### src/rtl/pong_referee.sv
// Pong game referee: sequences the ball FSM (serve / play / scored / game over),
// detects paddle, wall and goal events on each ball step, keeps score and
// drives the ball's bounce and speed inputs. Every output is registered.
// Optional build macro SERVE_DELAY_EN: once the ball re-centres, hold the
// serve for SERVE_CYCLES further clocks before entering play.
module pong_referee #(
    parameter int unsigned SCREEN_X         = 640,
    parameter int unsigned SCREEN_Y         = 480,
    parameter int unsigned PADDLE_L_X       = 16,
    parameter int unsigned PADDLE_R_X       = 616,
    parameter int unsigned PADDLE_W         = 8,
    parameter int unsigned PADDLE_H         = 64,
    parameter int unsigned SPEED_INIT       = 6,
    parameter int unsigned SPEED_MIN        = 1,
    parameter int unsigned HITS_PER_SPEEDUP = 3,
    parameter int unsigned WIN_SCORE        = 9,
    parameter int unsigned SERVE_CYCLES     = 1000
) (
    input  logic       i_clock,
    input  logic       i_reset,
    input  logic       i_start,
    input  logic [9:0] i_ball_x,
    input  logic [9:0] i_ball_y,
    input  logic [7:0] i_ball_w,
    input  logic [7:0] i_ball_h,
    input  logic [9:0] i_paddle_l_y,
    input  logic [9:0] i_paddle_r_y,
    output logic [1:0] o_bounce,
    output logic [2:0] o_speed,
    output logic [3:0] o_score_l,
    output logic [3:0] o_score_r,
    output logic [1:0] o_winner,
    output logic       o_playing
);

    typedef enum logic [2:0] {StIdle, StServe, StPlay, StScored, StGameOver} state_e;

    localparam logic [10:0] SCR_X    = 11'(SCREEN_X);
    localparam logic [10:0] SCR_Y    = 11'(SCREEN_Y);
    localparam logic [9:0]  CTR_X    = 10'(SCREEN_X / 2);
    localparam logic [9:0]  CTR_Y    = 10'(SCREEN_Y / 2);
    localparam logic [10:0] L_HIT_X  = 11'(PADDLE_L_X + PADDLE_W);
    localparam logic [10:0] R_HIT_X  = 11'(PADDLE_R_X);
    localparam logic [10:0] PAD_H    = 11'(PADDLE_H);
    localparam logic [2:0]  SPD_INIT = 3'(SPEED_INIT);
    localparam logic [2:0]  SPD_MIN  = 3'(SPEED_MIN);
    localparam logic [7:0]  HITS_MAX = 8'(HITS_PER_SPEEDUP);
    localparam logic [3:0]  WIN      = 4'(WIN_SCORE);

    state_e     r_state, w_state_next;
    logic [9:0] r_prev_x, r_prev_y;
    logic       r_dir_x, r_start_q, r_scorer_l, w_scorer_l_next;
    logic [1:0] r_bounce, w_bounce_next, r_winner, w_winner_next;
    logic [2:0] r_speed, w_speed_next;
    logic [7:0] r_hits, w_hits_next;
    logic [3:0] r_score_l, w_score_l_next, r_score_r, w_score_r_next;
    logic       r_playing;

    // 11-bit edge sums so a ball near the border never wraps
    logic [10:0] w_ball_r, w_ball_b;
    logic        w_step, w_dir_x, w_centred, w_l_ovl, w_r_ovl, w_hit, w_wall;

    assign w_ball_r  = {1'b0, i_ball_x} + {3'b0, i_ball_w};
    assign w_ball_b  = {1'b0, i_ball_y} + {3'b0, i_ball_h};
    assign w_step    = (i_ball_x != r_prev_x) || (i_ball_y != r_prev_y);
    // Direction from this step's own x delta; a pure-y step keeps the last one
    assign w_dir_x   = (i_ball_x != r_prev_x) ? (i_ball_x > r_prev_x) : r_dir_x;
    assign w_centred = (i_ball_x == CTR_X) && (i_ball_y == CTR_Y);
    assign w_l_ovl   = ({1'b0, i_ball_y} < ({1'b0, i_paddle_l_y} + PAD_H)) &&
                       (w_ball_b > {1'b0, i_paddle_l_y});
    assign w_r_ovl   = ({1'b0, i_ball_y} < ({1'b0, i_paddle_r_y} + PAD_H)) &&
                       (w_ball_b > {1'b0, i_paddle_r_y});
    assign w_hit     = (!w_dir_x && ({1'b0, i_ball_x} == L_HIT_X) && w_l_ovl) ||
                       ( w_dir_x && (w_ball_r == R_HIT_X) && w_r_ovl);
    assign w_wall    = (i_ball_y == 10'd0) || (w_ball_b >= SCR_Y);

`ifdef SERVE_DELAY_EN
    logic [15:0] r_serve_cnt, w_serve_cnt_next;
    logic        r_centred, w_centred_next;
`endif

    // Next-state and next-output logic for the game flow
    always_comb begin
        w_state_next    = r_state;
        w_bounce_next   = r_bounce;
        w_speed_next    = r_speed;
        w_hits_next     = r_hits;
        w_score_l_next  = r_score_l;
        w_score_r_next  = r_score_r;
        w_winner_next   = r_winner;
        w_scorer_l_next = r_scorer_l;
`ifdef SERVE_DELAY_EN
        w_serve_cnt_next = r_serve_cnt;
        w_centred_next   = r_centred;
`endif
        unique case (r_state)
            StIdle: begin
                w_bounce_next = 2'b11;
                if (i_start) w_state_next = StServe;
            end
            StServe: begin
                w_bounce_next = 2'b11;
`ifdef SERVE_DELAY_EN
                if (!r_centred) begin
                    if (w_centred) begin
                        w_centred_next   = 1'b1;
                        w_serve_cnt_next = 16'd0;
                    end
                end else if (r_serve_cnt == 16'(SERVE_CYCLES - 1)) begin
                    w_speed_next  = SPD_INIT;
                    w_hits_next   = 8'd0;
                    w_bounce_next = 2'b00;
                    w_state_next  = StPlay;
                end else begin
                    w_serve_cnt_next = r_serve_cnt + 16'd1;
                end
`else
                if (w_centred) begin
                    w_speed_next  = SPD_INIT;
                    w_hits_next   = 8'd0;
                    w_bounce_next = 2'b00;
                    w_state_next  = StPlay;
                end
`endif
            end
            StPlay: begin
                if (w_step) begin
                    if (i_ball_x == 10'd0) begin
                        w_scorer_l_next = 1'b0;
                        w_bounce_next   = 2'b11;
                        w_state_next    = StScored;
                    end else if (w_ball_r >= SCR_X) begin
                        w_scorer_l_next = 1'b1;
                        w_bounce_next   = 2'b11;
                        w_state_next    = StScored;
                    end else if (w_hit) begin
                        w_bounce_next = 2'b01;
                        if (r_hits + 8'd1 >= HITS_MAX) begin
                            w_hits_next = 8'd0;
                            if (r_speed > SPD_MIN) w_speed_next = r_speed - 3'd1;
                        end else begin
                            w_hits_next = r_hits + 8'd1;
                        end
                    end else if (w_wall) begin
                        w_bounce_next = 2'b10;
                    end else begin
                        w_bounce_next = 2'b00;
                    end
                end
            end
            StScored: begin
                w_bounce_next = 2'b11;
                w_state_next  = StServe;
                if (r_scorer_l) begin
                    if (r_score_l < WIN) w_score_l_next = r_score_l + 4'd1;
                    if (r_score_l + 4'd1 >= WIN) begin
                        w_winner_next = 2'b01;
                        w_state_next  = StGameOver;
                    end
                end else begin
                    if (r_score_r < WIN) w_score_r_next = r_score_r + 4'd1;
                    if (r_score_r + 4'd1 >= WIN) begin
                        w_winner_next = 2'b10;
                        w_state_next  = StGameOver;
                    end
                end
            end
            StGameOver: begin
                w_bounce_next = 2'b11;
                // Only a fresh press restarts; a start held from last game is ignored
                if (i_start && !r_start_q) begin
                    w_score_l_next = 4'd0;
                    w_score_r_next = 4'd0;
                    w_winner_next  = 2'b00;
                    w_state_next   = StServe;
                end
            end
            default: w_state_next = StIdle;
        endcase
`ifdef SERVE_DELAY_EN
        if ((w_state_next == StServe) && (r_state != StServe)) begin
            w_serve_cnt_next = 16'd0;
            w_centred_next   = 1'b0;
        end
`endif
    end

    // State, position history and registered outputs
    always_ff @(posedge i_clock or negedge i_reset) begin
        if (!i_reset) begin
            r_state    <= StIdle;
            r_prev_x   <= 10'd0;
            r_prev_y   <= 10'd0;
            r_dir_x    <= 1'b0;
            r_start_q  <= 1'b0;
            r_scorer_l <= 1'b0;
            r_bounce   <= 2'b11;
            r_speed    <= SPD_INIT;
            r_hits     <= 8'd0;
            r_score_l  <= 4'd0;
            r_score_r  <= 4'd0;
            r_winner   <= 2'b00;
            r_playing  <= 1'b0;
        end else begin
            r_state    <= w_state_next;
            r_prev_x   <= i_ball_x;
            r_prev_y   <= i_ball_y;
            r_dir_x    <= w_dir_x;
            r_start_q  <= i_start;
            r_scorer_l <= w_scorer_l_next;
            r_bounce   <= w_bounce_next;
            r_speed    <= w_speed_next;
            r_hits     <= w_hits_next;
            r_score_l  <= w_score_l_next;
            r_score_r  <= w_score_r_next;
            r_winner   <= w_winner_next;
            r_playing  <= (w_state_next == StPlay);
        end
    end

`ifdef SERVE_DELAY_EN
    // Serve-delay counter, cleared whenever SERVE is entered
    always_ff @(posedge i_clock or negedge i_reset) begin
        if (!i_reset) begin
            r_serve_cnt <= 16'd0;
            r_centred   <= 1'b0;
        end else begin
            r_serve_cnt <= w_serve_cnt_next;
            r_centred   <= w_centred_next;
        end
    end
`endif

    assign o_bounce  = r_bounce;
    assign o_speed   = r_speed;
    assign o_score_l = r_score_l;
    assign o_score_r = r_score_r;
    assign o_winner  = r_winner;
    assign o_playing = r_playing;

endmodule

### config.mk
export PLATFORM = sky130hd
export DESIGN_NAME = pong_referee
export DESIGN_NICKNAME = d
export VERILOG_FILES = /design/src/rtl/pong_referee.sv
export SDC_FILE = /design/constraint.sdc
export NUM_CORES = 1
export LEC_CHECK = 0
export ABC_AREA = 1
export CAP_MARGIN = 0
export CORE_MARGIN = 2
export CORE_UTILIZATION = 39
export CTS_BUF_LIST = sky130_fd_sc_hd__clkbuf_4
export CTS_CLUSTER_DIAMETER = 30
export DETAILED_ROUTE_END_ITERATION = 10
export SLEW_MARGIN = 25
export SYNTH_ARGS = -nofsm -noshare
export SYNTH_HDL_FRONTEND = slang
export SYNTH_SLANG_ARGS = --single-unit
### constraint.sdc
create_clock -name i_clock -period 4.3 [get_ports i_clock]
set_input_delay 0.86 -clock i_clock [delete_from_list [all_inputs] [get_ports i_clock]]
set_output_delay 0.86 -clock i_clock [all_outputs]
set_load 0.02 [all_outputs]
### Word level (Yosys, flattened, before mapping)

Cells that the tools add are included.

* flip-flop bits (word level): 50
* bits of input ports: 59
* output and inout bits: 16
* word-level logic and storage cells: 134

* $add $sub $neg: 8
* magnitude comparators: 13
* equality and inequality tests: 25
* muxes and demuxes: 47
* reductions and logical operators: 28

Operator list (count)
* $mux 3: 16
* $mux 8: 6
* $ne 2x2->1 const B: 12
* $add 10x7->11 const B: 2
* $add 10x8->11: 2
* $gt 11x10->1: 2
* $lt 10x11->1: 2
* $logic_not 10->1: 2
* $mux 2: 10
* $mux 4: 5
* $ne 10x10->1: 2
* $pmux 4 s2: 2
* $pmux 8 s2: 1
* $pmux 3 s5: 1
* $reduce_and 4->1: 3
* $eq 11x10->1 const B: 1
* $ge 11x10->1 const B: 1
* $ge 11x9->1 const B: 1
* $eq 10x5->1 const B: 1
* $eq 10x8->1 const B: 1
* $eq 10x9->1 const B: 1
* $gt 10x10->1: 1
* $eq 3x2->1 const B: 3
* $add 4x1->4 const B: 2
* 24 further kinds: 41

### Logic depth before layout (Yosys ltp)

Gate-level depths: netlist of the first run.

* word-level depth: 11
* depth in mapped cells: 24
* mapped depth without buffers: 24

### Worst setup path after synthesis of the first run

OpenSTA, ideal clock, no wires.

* kind: input port to flip-flop
* start: in i_ball_y[0]
* end: reg r_speed[0] (netlist: o_speed[0])
* library setup time: 0.117 ns
* arrival time: 3.304 ns
* data required time: 4.183 ns
* setup slack: 0.879 ns
* cell stages on the path: 22
* buffers on the path: 0
* cells stage by stage: ha_1 fa_1 nand3_2 nor2_1 nor3_1 xor2_1 ha_1 a21o_1 nor2_1 nand2_1 nand2_1 nand2_1 nand2_1 nand2_1 nand2_1 nor2_1 nand2_2 nand3_4 nand2_1 clkinv_1 nand3_1 nand2_1

* word-level cells in the longest chain between the ends: 7
* elaborated cells between the ends (all ways): 18
* those cells by class: 1 x add/sub; 4 x order compare; 5 x eq/ne; 8 x reduce/logical

Ends and longest elaborated chain
* from (decl): RTL line 23 `input logic [9:0] i_ball_y,`
* $add 10x8->11: RTL line 64 `assign w_ball_b = {1'b0, i_ball_y} + {3'b0, i_ball_h};`
* $gt 11x10->1, on equally long branches: RTL line 70, 72
* $logic_and 1x1->1, on equally long branches: RTL line 69, 71
* $logic_and 1x1->1, on equally long branches: RTL line 73, 74
* $logic_or 1x1->1: RTL line 73 `assign w_hit = (!w_dir_x && ({1'b0, i_ball_x} == L_HIT_X) && w_l_ovl) ||`
* $ne 2x2->1 (no line)
* $reduce_and 8->1 (no line) *
* to (signal assigned): RTL line 212 `r_speed <= w_speed_next;`
* to (decl): RTL line 54 `logic [2:0] r_speed, w_speed_next;`

Every way passes the cells marked *; elsewhere a longest branch is shown, timed or not.
A chain may end at the register's enable or synchronous reset.

### Worst setup path in the final report of the first run

Same ends and word-level chain as after synthesis.

==> out/metrics.yaml, run 1 <==
clock_tree:
  hold_buffers: 0
  clock-sinks: 50
  cts_tree: "built"
  ctsLongestPathBuffers: 2
  cts_inserted_buffers: 5
  htreeDepth: 2
  cts_root_buf: "clkbuf_4"
  ctsResizeCount: 0
  clock_latency_ns: 0.39
  clkTransAtPathRegs_ns: 0.15
  post-cts-setup-buffer-count: 0
power_and_ir_drop:
  irDropWorstVdd_v: 0.0000972
  leakage_nw: 3.20
  power_density_nw_per_um2: 218
  power_mw: 1.31
finish:
  finalNonFillerCells: 951
  drive_gt1_share_pct: 6.17
  regArea_um2: 1260
  multi_input_area_um2: 3180
  final_common_cell: "nand2_1"
  area_growth_pct: 22.2
  fillers: 1293
  final_cell_mix: "nand2_1, inv_1, ha_1, clkdlybuf4s50_1, nor2_1"
  nets: 914
yosys:
  async_reset_ff_share_pct: 100
  synth_ff_type: "dfrtp_1"
  synth_edf_count: 0
  synth_top_area_cell: "dfrtp_1"
  syn_nets: 825
  ys_types: 44
  netlist_instances: 688
  netlist.area_leader.share_pct: 23.4
  netlist_area_um2: 4920
  yosysSeqAreaShare_pct: 25.5
  yosys_warnings: 0
  ys_ff_latch: 50
  avgSynthCellArea_um2: 7.15
  synth.area.top_cells: "dfrtp_1, ha_1, nand2_1, inv_1, nand3_1"
placed_design:
  gp_congestion: 0.892
  io_buffers: 74
  dpl.hpwl_mm: 10.2
  placed_cells: 942
setup_path:
  path_buf_inv: 2
  cp-start-kind: "input pin"
  crit_fanout: 4
  worstReg2RegStart: "r_prev_x[5]$_DFF_PN0_"
  cp-end-kind: "flip-flop"
  slowest_delay_ns: 0.42
  crit_family: "simple AND/OR/NAND/NOR gates"
  cpMaxStageDelayCell: "clkdlybuf4s50_1"
  crit_arrival_ns: 4.02
  path_class: "in -> reg"
  r2r_slack_ns: 2.22
  r2r-end: "o_bounce[0]$_DFFE_PN1P_"
  timing.critical_path.required_ns: 4.61
  worstPathCellList: "clkdlybuf4s50_1, ha_1, fa_1, nand3_2, nor2_1, nor3_1, xor2_1, ha_1, a21o_1, nor2_1, nand2_1, nand2_1, nand2_1, nand2_1, nand2_1, nand2_1, nor2_1, nand2_2, nand3_4, nand2_1, clkinv_1, nand3_1, nand2_1"
  rr_worst_depth: 12
  crit_top_cell: "nand2_1"
global_routing:
  antenna_found_initial: 1
  grt_use_met2_pct: 33.3
  grt_pass1_vias: 4528
  grt-busiest-layer: "met2"
  gr-total-overflow: 0
  met3_usage_pct: 1.97
  groute.usage.overall_pct: 18.8
  grt_max_degree: 27
  grt_pass1_wl_mm: 20.3
  grt.met1_usage_pct: 24.0
timing:
  skew_ns: 0.0194
  drv_slew: 0
  tightestPinTransition_ns: 0.571
  tns_ns: 0
  min_period_ns: 3.72
  setup_viol: 0
  slew_headroom_pct: 62.0
  finalCritPeriodShare_pct: 86.4
  rsz0062_at_grt: "no"
  hold_viol_final: 0
  max_clock_freq_mhz: 269
floorplanning:
  num_rows: 41
  io_pins: 75
  core_area_um2: 12500
  initial_utilization_pct: 39.5
  die_area_um2: 13500
  die_w_um: 116
  die_height_um: 116
drt:
  via_per_inst: 4.89
  routedWlPerCell_um: 12.7
  ant_nets: 0
  vias: 4649
  drtIter0Drc: 210
  drc: 0
  drtPass1Iterations: 6
  wl_mm: 12.0
status:
  run_status: "finished, final reports clean"
min_path:
  hp-class: "in -> async"
flow_run:
  maxCapViolations: 0
-- worst max path at each step --
stage | start | to | depth (start not counted) | slack, ns
6_report | i_ball_y[0] | o_speed[0]$_DFFE_PN0P_ | 23 | 0.58
5_1_grt | i_ball_y[0] | o_speed[0]$_DFFE_PN0P_ | 23 | 0.20
3_3_place_gp | i_ball_y[0] | o_speed[0]$_DFFE_PN0P_ | 23 | 0.19
2_1_floorplan | i_ball_y[0] | o_speed[0]$_DFFE_PN0P_ | 22 | 0.88
3_5_place_dp | i_ball_y[0] | o_speed[0]$_DFFE_PN0P_ | 23 | 0.14
4_1_cts | i_ball_y[0] | o_speed[0]$_DFFE_PN0P_ | 23 | 0.58
-- final cells by class --
class | instances | area share (%)
clock inverters | 3 | 0.707
repair buffers | 84 | 13.5
clock buffers | 5 | 0.624
flip-flops and latches | 50 | 20.9
multi-input cells | 512 | 52.9
well taps | 172 | 3.58
inverters | 124 | 7.74
diodes | 1 | 0.0416
-- flip-flops by register name, summed over array words and instances, names as in the netlist --
register,count
o_bounce,2
o_playing,1
o_score_l,4
o_score_r,4
o_speed,3
o_winner,2
r_dir_x,1
r_hits,8
r_prev_x,10
r_prev_y,10
r_scorer_l,1
r_start_q,1
r_state,3
-- per-layer routing --
layer | vias to the layer above | wire length [um]
met4 | 0 | 263
met2 | 112 | 5800
li1 | 2401 | -
met3 | 23 | 344
met1 | 2113 | 5630
met5 | - | 0
-- synthesized netlist by cell type, types with 2 or more instances --
library cell	n
a21oi_1	33
nand2_2	7
xnor2_1	8
o31ai_1	3
o21ai_0	22
nand2_1	174
ha_1	76
nand3_4	3
o21a_1	2
nor3_2	3
inv_1	123
nor3_1	11
a21oi_2	2
nand4_1	14
nor2_1	58
a21o_1	2
o21bai_1	3
dfrtp_1	46
dfstp_2	4
fa_1	2
nand3_2	6
xor2_1	20
nor4_1	2
nand3_1	44
-- logic make-up (layout without fill, tap and decap cells) --
kind of cell / count (synthesis) / after routing / share of synthesized area (%)
adders and majority gates: 78 / 78 / 20.1
DFF: 50 / 50 / 25.5
buffers and inverters: 126 / 216 / 9.81
xor gates and xnor gates: 28 / 28 / 4.98
and+or+nand+nor: 329 / 329 / 30.2
AOI/OAI and AO/OA: 75 / 75 / 8.72
muxes: 2 / 2 / 0.661
other: 0 / 1 / 0
-- power breakdown --
part           total (mW)  leakage (nW)  internal [mW]  switching (mW)
clock network       0.283        0.0432          0.123           0.160
logic               0.516          2.58          0.220           0.296
registers           0.512         0.583          0.499          0.0137
-- metrics by stage --
step	hold slack (ns)	util, %	area (um2)	setup slack (ns)
final	0.441	48.2	6010	0.584
after global routing	0.460	48.2	6010	0.203
after CTS	0.449	48.2	6010	0.583
after detailed placement	0.486	47.6	5930	0.143
after global placement	0.474	47.6	5930	0.187
after floorplan	0.451	-	4920	0.879
Note: power is estimated with default switching activity, not from simulation.
==> run 2, diff against run 1 <==
--- a/config.mk
+++ b/config.mk
@@ -13,4 +13,5 @@
 export CTS_CLUSTER_DIAMETER = 30
 export DETAILED_ROUTE_END_ITERATION = 10
+export REMOVE_ABC_BUFFERS = 1
 export SLEW_MARGIN = 25
 export SYNTH_ARGS = -nofsm -noshare
==> constraint.sdc (replaced) <==
create_clock -name i_clock -period 3 [get_ports i_clock]
set_input_delay 0.6 -clock i_clock [delete_from_list [all_inputs] [get_ports i_clock]]
set_output_delay 0.6 -clock i_clock [all_outputs]
set_load 0.005 [all_outputs]
==> run 2 against run 1 <==
Net effect:
- critical path depth unchanged
- routed wire length rose by 6.4%
- largest cell class unchanged
- clock power grew 19%
- register-to-register slack got worse by 1.3 ns
- critical path type unchanged
- clock-buffer cell count stayed put
- flip-flop and latch count stayed put
- core utilization grew 4.8 points
- hold slack lost 0.27 ns
- sequential power is 44% higher
- global-route usage grew 0.70 points
==> out/metrics.yaml, run 2 (synthesis results as in run 1) <==
placed_design:
  gp_congestion: 0.850  # -4.6%
  place_ws_ns: -0.873  # -1.02 ns
  placed_cells: 987  # +4.8%
  io_buffers: 74  # unchanged
  dpl.hpwl_mm: 10.5  # +3.1%
  placed_area_um2: 6270  # +5.7%
finish:
  n_antenna_cell: 0  # -1
  drive_gt1_share_pct: 18.1  # +12 points
  final_common_cell: "nand2_1"
  final_area_um2: 6610  # +9.9%
  fin_util_pct: 53.0  # +4.8 points
  nets: 963  # +5.4%
  final_cell_mix: "nand2_1, inv_1, ha_1, buf_4, clkdlybuf4s50_1"
  reg_top3: "r_prev_x x10, r_prev_y x10, r_hits x8"
  finalNonFillerCells: 999  # +5.0%
  area_growth_pct: 34.2
clock_tree:
  cts_root_buf: "clkbuf_4"
  htreeDepth: 2  # unchanged
  cts_tree: "built"
  clock_latency_ns: 0.39  # about the same
  clock-sinks: 50  # unchanged
  clkTransAtPathRegs_ns: 0.16  # about the same
  ctsLongestPathBuffers: 2  # unchanged
  cts_inserted_buffers: 5  # unchanged
  hold_buffers: 0  # unchanged
setup_path:
  crit_fanout: 4  # unchanged
  cp-start-kind: "input pin"
  crit_arrival_ns: 3.22  # -0.80 ns
  cp-end-kind: "flip-flop"
  timing.critical_path.required_ns: 3.30  # -1.31 ns
  path_class: "in -> reg"
timing:
  rsz0062_at_grt: "yes"
  setup_viol: 0  # unchanged
  max_clock_freq_mhz: 342
  fin_ws_ns: 0.0775  # -0.507 ns
  hold_viol_final: 0  # unchanged
  min_period_ns: 2.92
  drv_slew: 0  # unchanged
  finalCritPeriodShare_pct: 97.4
  slew_headroom_pct: 63.2  # +1.3 points
  tightestPinTransition_ns: 0.551  # -0.0193 ns
  skew_ns: 0.00704  # -0.0123 ns
floorplanning:
  die_area_um2: 13500  # unchanged
  io_pins: 75  # unchanged
  initial_utilization_pct: 39.5  # unchanged
  die_height_um: 116  # unchanged
  die_w_um: 116  # unchanged
  core_area_um2: 12500  # unchanged
  num_rows: 41  # unchanged
flow_run:
  maxCapViolations: 0  # unchanged
status:
  run_status: "finished, final reports clean"
power_and_ir_drop:
  switching_share_pct: 37.3  # +1.5 points
  power_density_nw_per_um2: 294  # +35%
  p_seq_share_pct: 37.9  # -1.2 points
  pwr-share-clk_pct: 17.3  # -4.3 points
  irDropWorstVdd_v: 0.000125  # +28%
  leakage_nw: 3.49  # +8.9%
  comb_power_share_pct: 44.8  # +5.4 points
  p_int_mw: 1.22  # +45%
  p_switching_uw: 725  # +54%
drt:
  routedWlPerCell_um: 12.8  # +1.3%
  drc: 0  # unchanged
  vias: 4830  # +3.9%
  wl_mm: 12.8  # +6.4%
  drtIter0Drc: 220  # +4.8%
  drtPass1Iterations: 4  # -2
  ant_nets: 0  # unchanged
  via_per_inst: 4.83  # -1.1%
global_routing:
  gr-total-overflow: 0  # unchanged
  grt_max_degree: 27  # unchanged
  grt_pass1_vias: 4615  # +1.9%
  grt_pass1_wl_mm: 21.3  # +4.7%
  antenna_found_initial: 0  # -1
  groute.usage.overall_pct: 19.5  # +0.70 points
min_path:
  hp-class: "in -> async"
==> run 2: cell types whose count changed in the layout (fill, tap and decap cells not counted), moves of 5 or more <==
cell,change
buf_4,+48
clkdlybuf4s50_1,-16
nand2_1,-11
ha_1,-10
nand2_2,+10
ha_4,+9
clkbuf_2,+7
nor2_1,-6
a21oi_1,-5
nor2_2,+5
==> run 2: layout make-up <==
class                   instances  area [um2]
flip-flops and latches         50        1260
inverters                     124         468
clock inverters                 3        25.0
multi-input cells             512        3450
well taps                     172         215
fillers                      1205        5860
repair buffers                133        1160
clock buffers                   5        37.5
==> run 2: final timing paths <==
kind / startpoint / to / slack, ns / cells past startpoint
worst max-delay path: i_ball_y[0] / o_speed[0]$_DFFE_PN0P_ / 0.08 / 23
worst min-delay path: i_reset / r_prev_x[1]$_DFF_PN0_ / 0.17 / 1
worst max register to register: r_prev_x[5]$_DFF_PN0_ / r_hits[1]$_DFFE_PN0P_ / 0.88 / 15
worst min register to register: o_speed[1]$_DFFE_PN1P_ / o_speed[1]$_DFFE_PN1P_ / 0.51 / 2
max in group asynchronous: i_reset / o_speed[2]$_DFFE_PN1P_ / 2.03 / 2
min in group i_clock: i_ball_y[0] / r_prev_y[0]$_DFF_PN0_ / 0.42 / 2
==> run 2: metal layers <==
layer / global-route usage [%] / part of all wire (%) / vias up
met1: 25.1 / 45 / 2246
met3: 1.56 / 2.4 / 12
met2: 35.1 / 51 / 79
met5: 0 / 0 / -
li1: - / - / 2493
met4: 5.08 / 1.7 / 0
==> run 2: through the flow <==
step | power (mW) | TNS [ns] | hold slack, ns
6_report | 1.94 | 0 | 0.168
5_1_grt | 2.10 | -0.953 | 0.191
4_1_cts | 1.92 | 0 | 0.171
3_5_place_dp | 1.54 | -10.84 | 0.473
3_3_place_gp | 1.52 | -10.04 | 0.475
2_1_floorplan | 1.19 | -1.31 | 0.304
==> run 2: critical path, cell delays in order <==
cell and delay [ns]:
buf_8 0.10, ha_4 0.16, fa_2 0.35, nand3_2 0.09, nor2_2 0.04, nor3_2 0.16, xor2_2 0.21, ha_1 0.29
a21o_1 0.20, nor2_1 0.13, nand2_1 0.06, nand2_1 0.08, nand2_1 0.06, nand2_1 0.06, nand2_1 0.05, nand2_1 0.07
nor2_2 0.04, nand2_2 0.11, nand3_4 0.14, nand2_4 0.11, inv_4 0.04, nand3_2 0.04, nand2_1 0.05
==> run 2: repair_timing <==
item / CTS / global route
buffers inserted: 2 / 2
pin swaps: 20 / 31
endpoints found under the setup margin: 13 / 13
gates resized for setup: 40 / 52
endpoints found under the hold margin: 0 / 0
==> run 2: power by group through the flow <==
| stage | Sequential, mW | Clock [mW] | Combinational (mW) |
|---|---|---|---|
| 6_report | 0.736 | 0.336 | 0.869 |
| 5_1_grt | 0.740 | 0.378 | 0.982 |
| 4_1_cts | 0.737 | 0.356 | 0.824 |
| 3_5_place_dp | 0.750 | 0 | 0.792 |
| 3_3_place_gp | 0.747 | 0 | 0.773 |
| 2_1_floorplan | 0.745 | 0 | 0.446 |
==> run 3, diff against run 2 <==
Settings changed: CTS_CLUSTER_SIZE set to 16.
==> results of run 3 <==
Final layout, timing and power as in run 2 (identical DEF).
